<file path="src/rtl/axis_frame_source.sv">
// AXI-stream frame source: one kernel-select config beat, then a RAM frame streamed column-major.
// Optional `STREAM_COL_LAST_EN adds a last flag at the end of every column.
module axis_frame_source #(
    parameter int unsigned IMAGE_HEIGHT = 200,
    parameter int unsigned IMAGE_WIDTH  = 200,
    parameter int unsigned NB_PIXEL     = 8,
    parameter int unsigned DATA_WIDTH   = 32,
    parameter int unsigned ADDR_WIDTH   = 16
) (
    input  logic                  i_clk,
    input  logic                  i_reset,
    input  logic                  i_start,
    input  logic [1:0]            i_kernel_sel,
    output logic                  o_busy,
    output logic                  o_done,
    output logic                  o_mem_en,
    output logic [ADDR_WIDTH-1:0] o_mem_addr,
    input  logic [DATA_WIDTH-1:0] i_mem_data,
    output logic                  m1_axis_valid,
    output logic [DATA_WIDTH-1:0] m1_axis_data,
    input  logic                  m1_axis_ready,
    output logic                  m0_axis_valid,
    output logic [DATA_WIDTH-1:0] m0_axis_data,
    output logic                  m0_axis_last,
    input  logic                  m0_axis_ready
);
    localparam int unsigned PPW         = DATA_WIDTH / NB_PIXEL;
    localparam int unsigned FRAME_WORDS = IMAGE_WIDTH * IMAGE_HEIGHT / PPW;
    localparam logic [ADDR_WIDTH:0] FRAME_END = (ADDR_WIDTH+1)'(FRAME_WORDS);
    localparam logic [ADDR_WIDTH:0] LAST_IDX  = (ADDR_WIDTH+1)'(FRAME_WORDS - 1);
    localparam logic [ADDR_WIDTH:0] CNT_ONE   = (ADDR_WIDTH+1)'(1);

    localparam logic [1:0] S_IDLE   = 2'd0;
    localparam logic [1:0] S_CFG    = 2'd1;
    localparam logic [1:0] S_STREAM = 2'd2;
    localparam logic [1:0] S_DONE   = 2'd3;

    logic [1:0]            state_q,    state_d;
    logic [1:0]            sel_q,      sel_d;
    logic [ADDR_WIDTH:0]   rd_addr_q,  rd_addr_d;
    logic [ADDR_WIDTH:0]   beat_q,     beat_d;
    logic                  inflight_q, inflight_d;
    logic [1:0]            cnt_q,      cnt_d;
    logic [DATA_WIDTH-1:0] head_q,     head_d;
    logic [DATA_WIDTH-1:0] skid_q,     skid_d;

    logic pop, push, issue, last_flag;

    assign push  = inflight_q;
    assign pop   = (cnt_q != 2'd0) & m0_axis_ready;
    // Reserve a FIFO slot for every read in flight; a pop this cycle frees one immediately.
    assign issue = (state_q == S_STREAM) && (rd_addr_q < FRAME_END) &&
                   (({1'b0, cnt_q} + {2'b00, inflight_q}) < (3'd2 + {2'b00, pop}));

`ifdef STREAM_COL_LAST_EN
    localparam int unsigned COL_WORDS = IMAGE_HEIGHT / PPW;
    localparam logic [ADDR_WIDTH:0] COL_END = (ADDR_WIDTH+1)'(COL_WORDS - 1);
    logic [ADDR_WIDTH:0] col_q, col_d;
    assign last_flag = (beat_q == LAST_IDX) || (col_q == COL_END);
`else
    assign last_flag = (beat_q == LAST_IDX);
`endif

    assign o_busy        = (state_q != S_IDLE);
    assign o_done        = (state_q == S_DONE);
    assign o_mem_en      = issue;
    assign o_mem_addr    = rd_addr_q[ADDR_WIDTH-1:0];
    assign m1_axis_valid = (state_q == S_CFG);
    assign m1_axis_data  = {{(DATA_WIDTH-2){1'b0}}, sel_q};
    assign m0_axis_valid = (cnt_q != 2'd0);
    assign m0_axis_data  = head_q;
    assign m0_axis_last  = m0_axis_valid & last_flag;

    always_comb begin
        state_d    = state_q;
        sel_d      = sel_q;
        rd_addr_d  = rd_addr_q;
        beat_d     = beat_q;
        inflight_d = issue;
        cnt_d      = cnt_q;
        head_d     = head_q;
        skid_d     = skid_q;
`ifdef STREAM_COL_LAST_EN
        col_d      = col_q;
`endif
        case (state_q)
            S_IDLE: if (i_start) begin
                state_d   = S_CFG;
                sel_d     = i_kernel_sel;
                rd_addr_d = '0;
                beat_d    = '0;
`ifdef STREAM_COL_LAST_EN
                col_d     = '0;
`endif
            end
            S_CFG:    if (m1_axis_ready) state_d = S_STREAM;
            S_STREAM: if (pop && (beat_q == LAST_IDX)) state_d = S_DONE;
            S_DONE:   state_d = S_IDLE;
            default:  state_d = S_IDLE;
        endcase

        if (issue) rd_addr_d = rd_addr_q + CNT_ONE;
        if (pop) begin
            beat_d = beat_q + CNT_ONE;
`ifdef STREAM_COL_LAST_EN
            col_d  = (col_q == COL_END) ? '0 : col_q + CNT_ONE;
`endif
        end

        // Head register only changes on push/pop so the output holds while empty.
        case ({push, pop})
            2'b10: begin
                if (cnt_q == 2'd0) head_d = i_mem_data;
                else               skid_d = i_mem_data;
                cnt_d = cnt_q + 2'd1;
            end
            2'b01: begin
                if (cnt_q == 2'd2) head_d = skid_q;
                cnt_d = cnt_q - 2'd1;
            end
            2'b11: begin
                if (cnt_q == 2'd1) begin
                    head_d = i_mem_data;
                end else begin
                    head_d = skid_q;
                    skid_d = i_mem_data;
                end
            end
            default: ;
        endcase
    end

    always_ff @(posedge i_clk) begin
        if (i_reset) begin
            state_q    <= S_IDLE;
            sel_q      <= '0;
            rd_addr_q  <= '0;
            beat_q     <= '0;
            inflight_q <= 1'b0;
            cnt_q      <= '0;
            head_q     <= '0;
            skid_q     <= '0;
`ifdef STREAM_COL_LAST_EN
            col_q      <= '0;
`endif
        end else begin
            state_q    <= state_d;
            sel_q      <= sel_d;
            rd_addr_q  <= rd_addr_d;
            beat_q     <= beat_d;
            inflight_q <= inflight_d;
            cnt_q      <= cnt_d;
            head_q     <= head_d;
            skid_q     <= skid_d;
`ifdef STREAM_COL_LAST_EN
            col_q      <= col_d;
`endif
        end
    end
endmodule

</file>
<file path="config.mk">
export PLATFORM = sky130hd
export DESIGN_NAME = axis_frame_source
export DESIGN_NICKNAME = d
export VERILOG_FILES = /design/src/rtl/axis_frame_source.sv
export SDC_FILE = /design/constraint.sdc
export NUM_CORES = 1
export LEC_CHECK = 0
export CORE_ASPECT_RATIO = 1.1
export CORE_MARGIN = 2
export CORE_UTILIZATION = 45
export CTS_CLUSTER_DIAMETER = 100
export DETAILED_ROUTE_END_ITERATION = 7
export GPL_ROUTABILITY_DRIVEN = 0
export PLACE_DENSITY = 0.77
export SLEW_MARGIN = 20
export SYNTH_ARGS = -nofsm -noshare
export SYNTH_HDL_FRONTEND = slang
export SYNTH_SLANG_ARGS = --single-unit
</file>
<file path="constraint.sdc">
create_clock -name i_clk -period 2.75 [get_ports i_clk]
set_input_delay 0.825 -clock i_clk [delete_from_list [all_inputs] [get_ports i_clk]]
set_output_delay 0.825 -clock i_clk [all_outputs]
set_load 0.005 [all_outputs]
</file>
==> run_results.csv, run 1 <==
group,metric,value,unit
run_status,status,"complete, but fails checks",
run_status,failed_checks,"setup timing",
timing,holdWs,0.454,ns
route,drtPass1Iterations,4,
timing,timing.slew.headroom,55.8,%
timing,timing.fmax,0.356,GHz
clock_network,numCtsBuffers,9,
synthesis,synthCells,624,
min_path,hold_path.class,"register to register",
synthesis,syn_area_per_cell,8.29,sq um
power,power,6360,uW
worst_setup_path,r2r_end,"rd_addr_q[11]$_SDFFE_PP0P_",
die,die_area,12400,sq um
power,ir_drop,0.489,mV
place,dp_hpwl,8.90,mm
synthesis,synth_area,5170,sq um
finish,areaGrowthSynthToFinish,31.2,%
place,io_buffers,94,
synthesis,ys.warnings.count,0,
timing,setup_violations,1,
clock_network,tritoncts,"done",
worst_setup_path,r2r_cells,16,
finish,final_cell_mix,"dfxtp_1 (99), clkdlybuf4s50_1 (90), nand2_1 (89)",
worst_setup_path,crit_fanout,2,
synthesis,ys_ff_latch,105,
global_routing,grt_overflow,0,
finish,fill_cells,1007,
worst_setup_path,critical_path_class,"input pin to output pin",
finish,mostFrequentLayoutCell,"dfxtp_1",
finish,drive_gt1_share,15.1,%
synthesis,synth.distinct_cells,53,
synthesis,synth_area_leaders,"dfxtp_1 (41%), buf_4 (6.7%), nand2_1 (6.5%)",
die,fp.dieH,116,um
die,row_count,41,
finish,fin_nets,782,
worst_setup_path,endpoint,"o_mem_en",
power,powerDensity,937,nW/um^2
route,vias_per_cell,5.57,
route,drt_iter0_drc,227,
global_routing,grt_max_degree,60,
worst_setup_path,crit_path_end_kind,"output pin",
job,maxCapViolations,0,
finish,n_antenna_cell,0,
timing,setup_ws,-0.0591,ns
global_routing,grt_pass1_vias,4683,
synthesis,synth_edf_count,0,
synthesis,synth_top_cell_area_share,40.6,%
worst_setup_path,start_kind,"input pin",
global_routing,grt_pass1_wl,21.4,mm
worst_setup_path,r2r-start,"cnt_q[0]$_SDFFE_PP0P_",
global_routing,track_usage,21.2,%
die,io_pins,125,
timing,fin_skew,0.00535,ns
synthesis,yosysSeqAreaShare,40.6,%
clock_network,clockBufferDepth,2,
worst_setup_path,r2r_setup_slack,0.12,ns
power,p_leak,0.00247,uW
timing,worstMarginPinSlew,0.664,ns
clock_network,cts-htree-levels,3,
route,totalWireLength,13.2,mm
route,drc,0,
timing,finalCritPeriodShare,102,%
die,die_w,106,um
route,vias,4918,
timing,finalMaxSlewViolations,0,
route,postRouteAntennaNets,0,
die,fp.coreArea,11300,sq um
worst_setup_path,cp-startpoint,"m0_axis_ready",
route,wl_per_cell,14.9,um
synthesis,ys.flop_type,"dfxtp_1",
synthesis,ys_async_sr_fraction,0,%
timing,finalHoldViolations,0,
worst_setup_path,cp_data_arrival_time,1.98,ns
clock_network,clk_transition_reported_paths,0.07,ns
clock_network,clk_latency,0.35,ns
timing,grt_setup_unrepaired,"yes",
timing,min_period,2.81,ns
worst_setup_path,crit_required,1.93,ns
finish,multiInputGateArea,2720,sq um
die,initial_core_util,45.6,%
global_routing,grt_antenna_before_repair,0,
clock_network,cts_root_buffer,"clkbuf_16",
finish,post-route-util,59.9,%
finish,regArea,2110,sq um
clock_network,clock-sinks,105,
synthesis,synth_top_area_cell,"dfxtp_1",
==> metrics by stage <==
step | TNS, ns | setup WS, ns | cell area [sq um] | cells
2_1_floorplan | 0 | 0.0114 | 5280 | 653
3_3_place_gp | -1.93 | -0.785 | 6330 | 855
6_report | -0.0591 | -0.0591 | 6790 | 883
4_1_cts | -0.0966 | -0.0966 | 6750 | 881
5_1_grt | -0.134 | -0.112 | 6790 | 883
3_5_place_dp | -6.21 | -0.852 | 6330 | 855
==> where the power goes <==
part	switching [uW]	internal [uW]
logic	1480	1500
clock network	588	714
registers	203	1880
total	2270	4090
==> worst max-delay path, stage by stage <==
cell and delay [ns]:
buf_2 0.11, or3b_4 0.40, a2111oi_4 0.36, nand2_2 0.11, inv_2 0.08, buf_2 0.10
==> area by class of cell <==
class                           count  share of cell area, %
Sequential cell                   105                   31.1
Inverter                           15                  0.866
Clock inverter                      7                   1.14
Multi-Input combinational cell    446                   40.0
Tap cell                          150                   2.76
Timing Repair Buffer              151                   20.8
Clock buffer                        9                   3.32
==> kinds of logic (layout without fill, tap and decap cells) <==
| logic type | count (synthesis) | after routing | share of synthesized area, % |
|---|---|---|---|
| simple gates | 228 | 228 | 20.6 |
| compound gates | 165 | 165 | 22.7 |
| flops | 105 | 105 | 40.6 |
| buf+inv | 102 | 182 | 10.9 |
| fa+ha+maj | 15 | 15 | 3.63 |
| mux | 5 | 5 | 0.991 |
| xor+xnor | 3 | 3 | 0.508 |
| other cells | 1 | 30 | 0.0725 |
==> worst min path at each step <==
stage                            startpoint                 endpoint  slack [ns]  cells after the start
detailed placement  skid_q[12]$_SDFFE_PP0P_  skid_q[12]$_SDFFE_PP0P_        0.45                      2
floorplan            skid_q[0]$_SDFFE_PP0P_   skid_q[0]$_SDFFE_PP0P_        0.44                      2
global route        skid_q[12]$_SDFFE_PP0P_  skid_q[12]$_SDFFE_PP0P_        0.47                      2
CTS                 skid_q[12]$_SDFFE_PP0P_  skid_q[12]$_SDFFE_PP0P_        0.46                      2
global placement    skid_q[24]$_SDFFE_PP0P_  skid_q[24]$_SDFFE_PP0P_        0.44                      2
finish                sel_q[0]$_SDFFE_PP0P_    sel_q[0]$_SDFFE_PP0P_        0.45                      2
==> state kept, by name (all words and copies together), names as in the netlist <==
register and count:
sel_q 2, rd_addr_q 17, inflight_q 1, beat_q 17
skid_q 32, m0_axis_data 32, cnt_q 2, state_q 2
==> repair_timing <==
item                                    CTS  global route
pin swaps                                 4             4
endpoints found under the setup margin    2             8
hold buffers                              0             0
endpoints found under the hold margin     0             0
resized for setup                        23            10
setup buffers                            10             4
==> cell usage after synthesis, types with 2 or more instances <==
master and n:
a221o_1 4, clkbuf_1 32, nand2b_1 6, o21ai_0 12
or4_1 10, or2_2 3, inv_1 15, nand3_1 11
ha_1 15, o2111ai_1 2, a31o_2 5, a311oi_1 4
nor2_1 53, dfxtp_1 105, nor3_1 11, a21oi_1 41
mux2i_1 4, buf_1 6, nor4_1 11, buf_4 46
and3_1 5, o311ai_1 2, o21a_1 3, o41ai_1 3
nor2b_1 6, a21oi_2 2, a211oi_1 37, and4_1 2
or3_1 5, xor2_1 3, o211ai_1 3, nand4_1 12
a21o_1 3, a22oi_1 34, nand2_1 90
==> layer usage <==
layer / wire length [um] / up-vias / global-route usage (%)
li1: - / 2389 / -
met1: 5430 / 2332 / 25.4
met2: 6700 / 173 / 37.4
met3: 765 / 24 / 4.13
met4: 261 / 0 / 9.04
met5: 0 / - / 0
Note: power is estimated with default switching activity, not from simulation.
==> run 2, diff against run 1 <==
Settings changed: CELL_PAD_IN_SITES_DETAIL_PLACEMENT set to 1, CELL_PAD_IN_SITES_GLOBAL_PLACEMENT set to 1, CORE_UTILIZATION 45 to 33, PLACE_DENSITY 0.77 to not set, PLACE_DENSITY_LB_ADDON set to 0.1.
==> run_results.csv, run 2 (synthesis results as in run 1) <==
group,metric,value,unit
place,dp_worst_setup_slack,-0.864,ns
die,die_area,16700,sq um
timing,finalHoldViolations,0,
route,drt_iter0_drc,308,
finish,regArea,2110,sq um
clock_network,clk_transition_reported_paths,0.07,ns
timing,worstMarginPinSlew,0.687,ns
run_status,status,"complete, but fails checks",
worst_setup_path,crit_fanout,3,
worst_setup_path,start_kind,"register",
finish,mostFrequentLayoutCell,"dfxtp_1",
finish,multiInputGateArea,2690,sq um
clock_network,numCtsBuffers,9,
clock_network,clockBufferDepth,2,
route,drtPass1Iterations,5,
place,placed_area,6450,sq um
route,postRouteAntennaNets,0,
power,p_leak,0.00245,uW
timing,timing.slew.headroom,54.2,%
finish,fin_nets,778,
route,drc,0,
clock_network,tritoncts,"done",
die,die_w,123,um
die,io_pins,125,
clock_network,cts-htree-levels,3,
place,dp_hpwl,10.3,mm
global_routing,grt_max_degree,65,
timing,finalMaxSlewViolations,0,
finish,areaGrowthSynthToFinish,31.3,%
worst_setup_path,slowest_delay,0.41,ns
route,vias_per_cell,5.24,
power,ir_drop,0.406,mV
worst_setup_path,crit_buf_inv,2,
timing,setup_ws,-0.0437,ns
worst_setup_path,slowest_stage,"or3b_4",
global_routing,grt_pass1_vias,4823,
place,io_buffers,94,
global_routing,grt_antenna_before_repair,0,
power,powerDensity,931,nW/um^2
finish,fill_cells,1832,
timing,grt_setup_unrepaired,"yes",
timing,setup_violations,2,
die,initial_core_util,33.4,%
global_routing,track_usage,18.2,%
worst_setup_path,r2r_cells,7,
timing,finalCritPeriodShare,102,%
worst_setup_path,cp_num_cells,6,
route,wl_per_cell,16.3,um
job,maxCapViolations,0,
global_routing,grt_pass1_wl,24.1,mm
worst_setup_path,crit_chain,"ha_4 -> or3b_4 -> a2111oi_4 -> nand2_1 -> inv_2 -> buf_6",
run_status,failed_checks,"setup timing",
finish,n_antenna_cell,0,
timing,min_period,2.79,ns
worst_setup_path,crit_path_end_kind,"output pin",
worst_setup_path,crit_required,1.93,ns
global_routing,grt_overflow,0,
clock_network,clk_latency,0.35,ns
finish,final_cell_mix,"dfxtp_1 (102), nand2_1 (90), clkdlybuf4s50_1 (90)",
worst_setup_path,critical_path_class,"register to output pin",
die,row_count,48,
min_path,whs_path_depth,2,
die,fp.coreArea,15500,sq um
timing,fin_skew,0.00551,ns
finish,design_area,6800,sq um
finish,drive_gt1_share,13.5,%
min_path,hold_path.class,"register to register",
worst_setup_path,cp_data_arrival_time,1.97,ns
route,totalWireLength,15.1,mm
clock_network,clock-sinks,105,
route,vias,4859,
timing,timing.fmax,0.358,GHz
die,fp.dieH,135,um
clock_network,cts_root_buffer,"clkbuf_16",
worst_setup_path,cp_top_family,"simple AND/OR/NAND/NOR gates",
-- run 2: cell types whose count changed in the layout (fill, tap and decap cells not counted), sizes merged --
cell	delta
clkinv	+1
inv	-1
buf	-4
clkbuf	+1
clkinvlp	-2
-- run 2: area by class of cell --
type | count | share of cell area (%)
clock inverter | 5 | 0.829
tap | 200 | 3.68
clock buffer | 10 | 3.37
multi-input combinational | 446 | 39.6
timing repair buffer | 147 | 20.6
inverter | 15 | 0.829
sequential | 105 | 31.0
-- run 2: what timing repair did --
item,4_1_cts,5_1_grt
pin swaps,4,2
setup endpoints to repair,2,2
gates resized for setup,22,3
endpoints found under the hold margin,0,0
hold buffers,0,0
setup buffers,2,0
-- run 2: power breakdown --
part | internal [uW] | switching, uW
clock | 703 | 593
combinational | 1460 | 1500
sequential | 1870 | 203
total | 4030 | 2300
-- run 2: worst register-to-register path, delay by kind of cell (launching register included) --
kind	cells	cell delay (ns)
AOI/OAI and AO/OA	3	1.02
and+or+nand+nor	1	0.41
DFF	1	0.36
buffers and inverters	2	0.35
adders and majority gates	1	0.20
-- run 2: layer usage --
layer	wire length [um]	vias up	track usage, %
met2	7540	106	32.2
met4	284	0	7.07
met5	0	-	0
met3	623	16	2.82
met1	6670	2364	21.8
li1	-	2373	-
-- run 2: final timing paths --
kind	startpoint	to	slack [ns]
worst min-delay path	skid_q[2]$_SDFFE_PP0P_	skid_q[2]$_SDFFE_PP0P_	0.46
worst max register to register	cnt_q[0]$_SDFFE_PP0P_	rd_addr_q[2]$_SDFFE_PP0P_	0.36
worst max-delay path	cnt_q[0]$_SDFFE_PP0P_	o_mem_en	-0.04
worst min register to register	skid_q[2]$_SDFFE_PP0P_	skid_q[2]$_SDFFE_PP0P_	0.46
-- run 2: through the flow --
| stage | std cells | total power (uW) | hold slack [ns] | TNS, ns | util (%) |
|---|---|---|---|---|---|
| 2_1_floorplan | 653 | 3580 | 0.436 | 0 | - |
| 3_3_place_gp | 911 | 4950 | 0.441 | -4.61 | 41.6 |
| 3_5_place_dp | 911 | 5040 | 0.449 | -6.30 | 41.6 |
| 4_1_cts | 928 | 6420 | 0.459 | -0.159 | 43.8 |
| 5_1_grt | 928 | 6800 | 0.478 | -0.182 | 43.9 |
| 6_report | 928 | 6330 | 0.457 | -0.0469 | 43.9 |
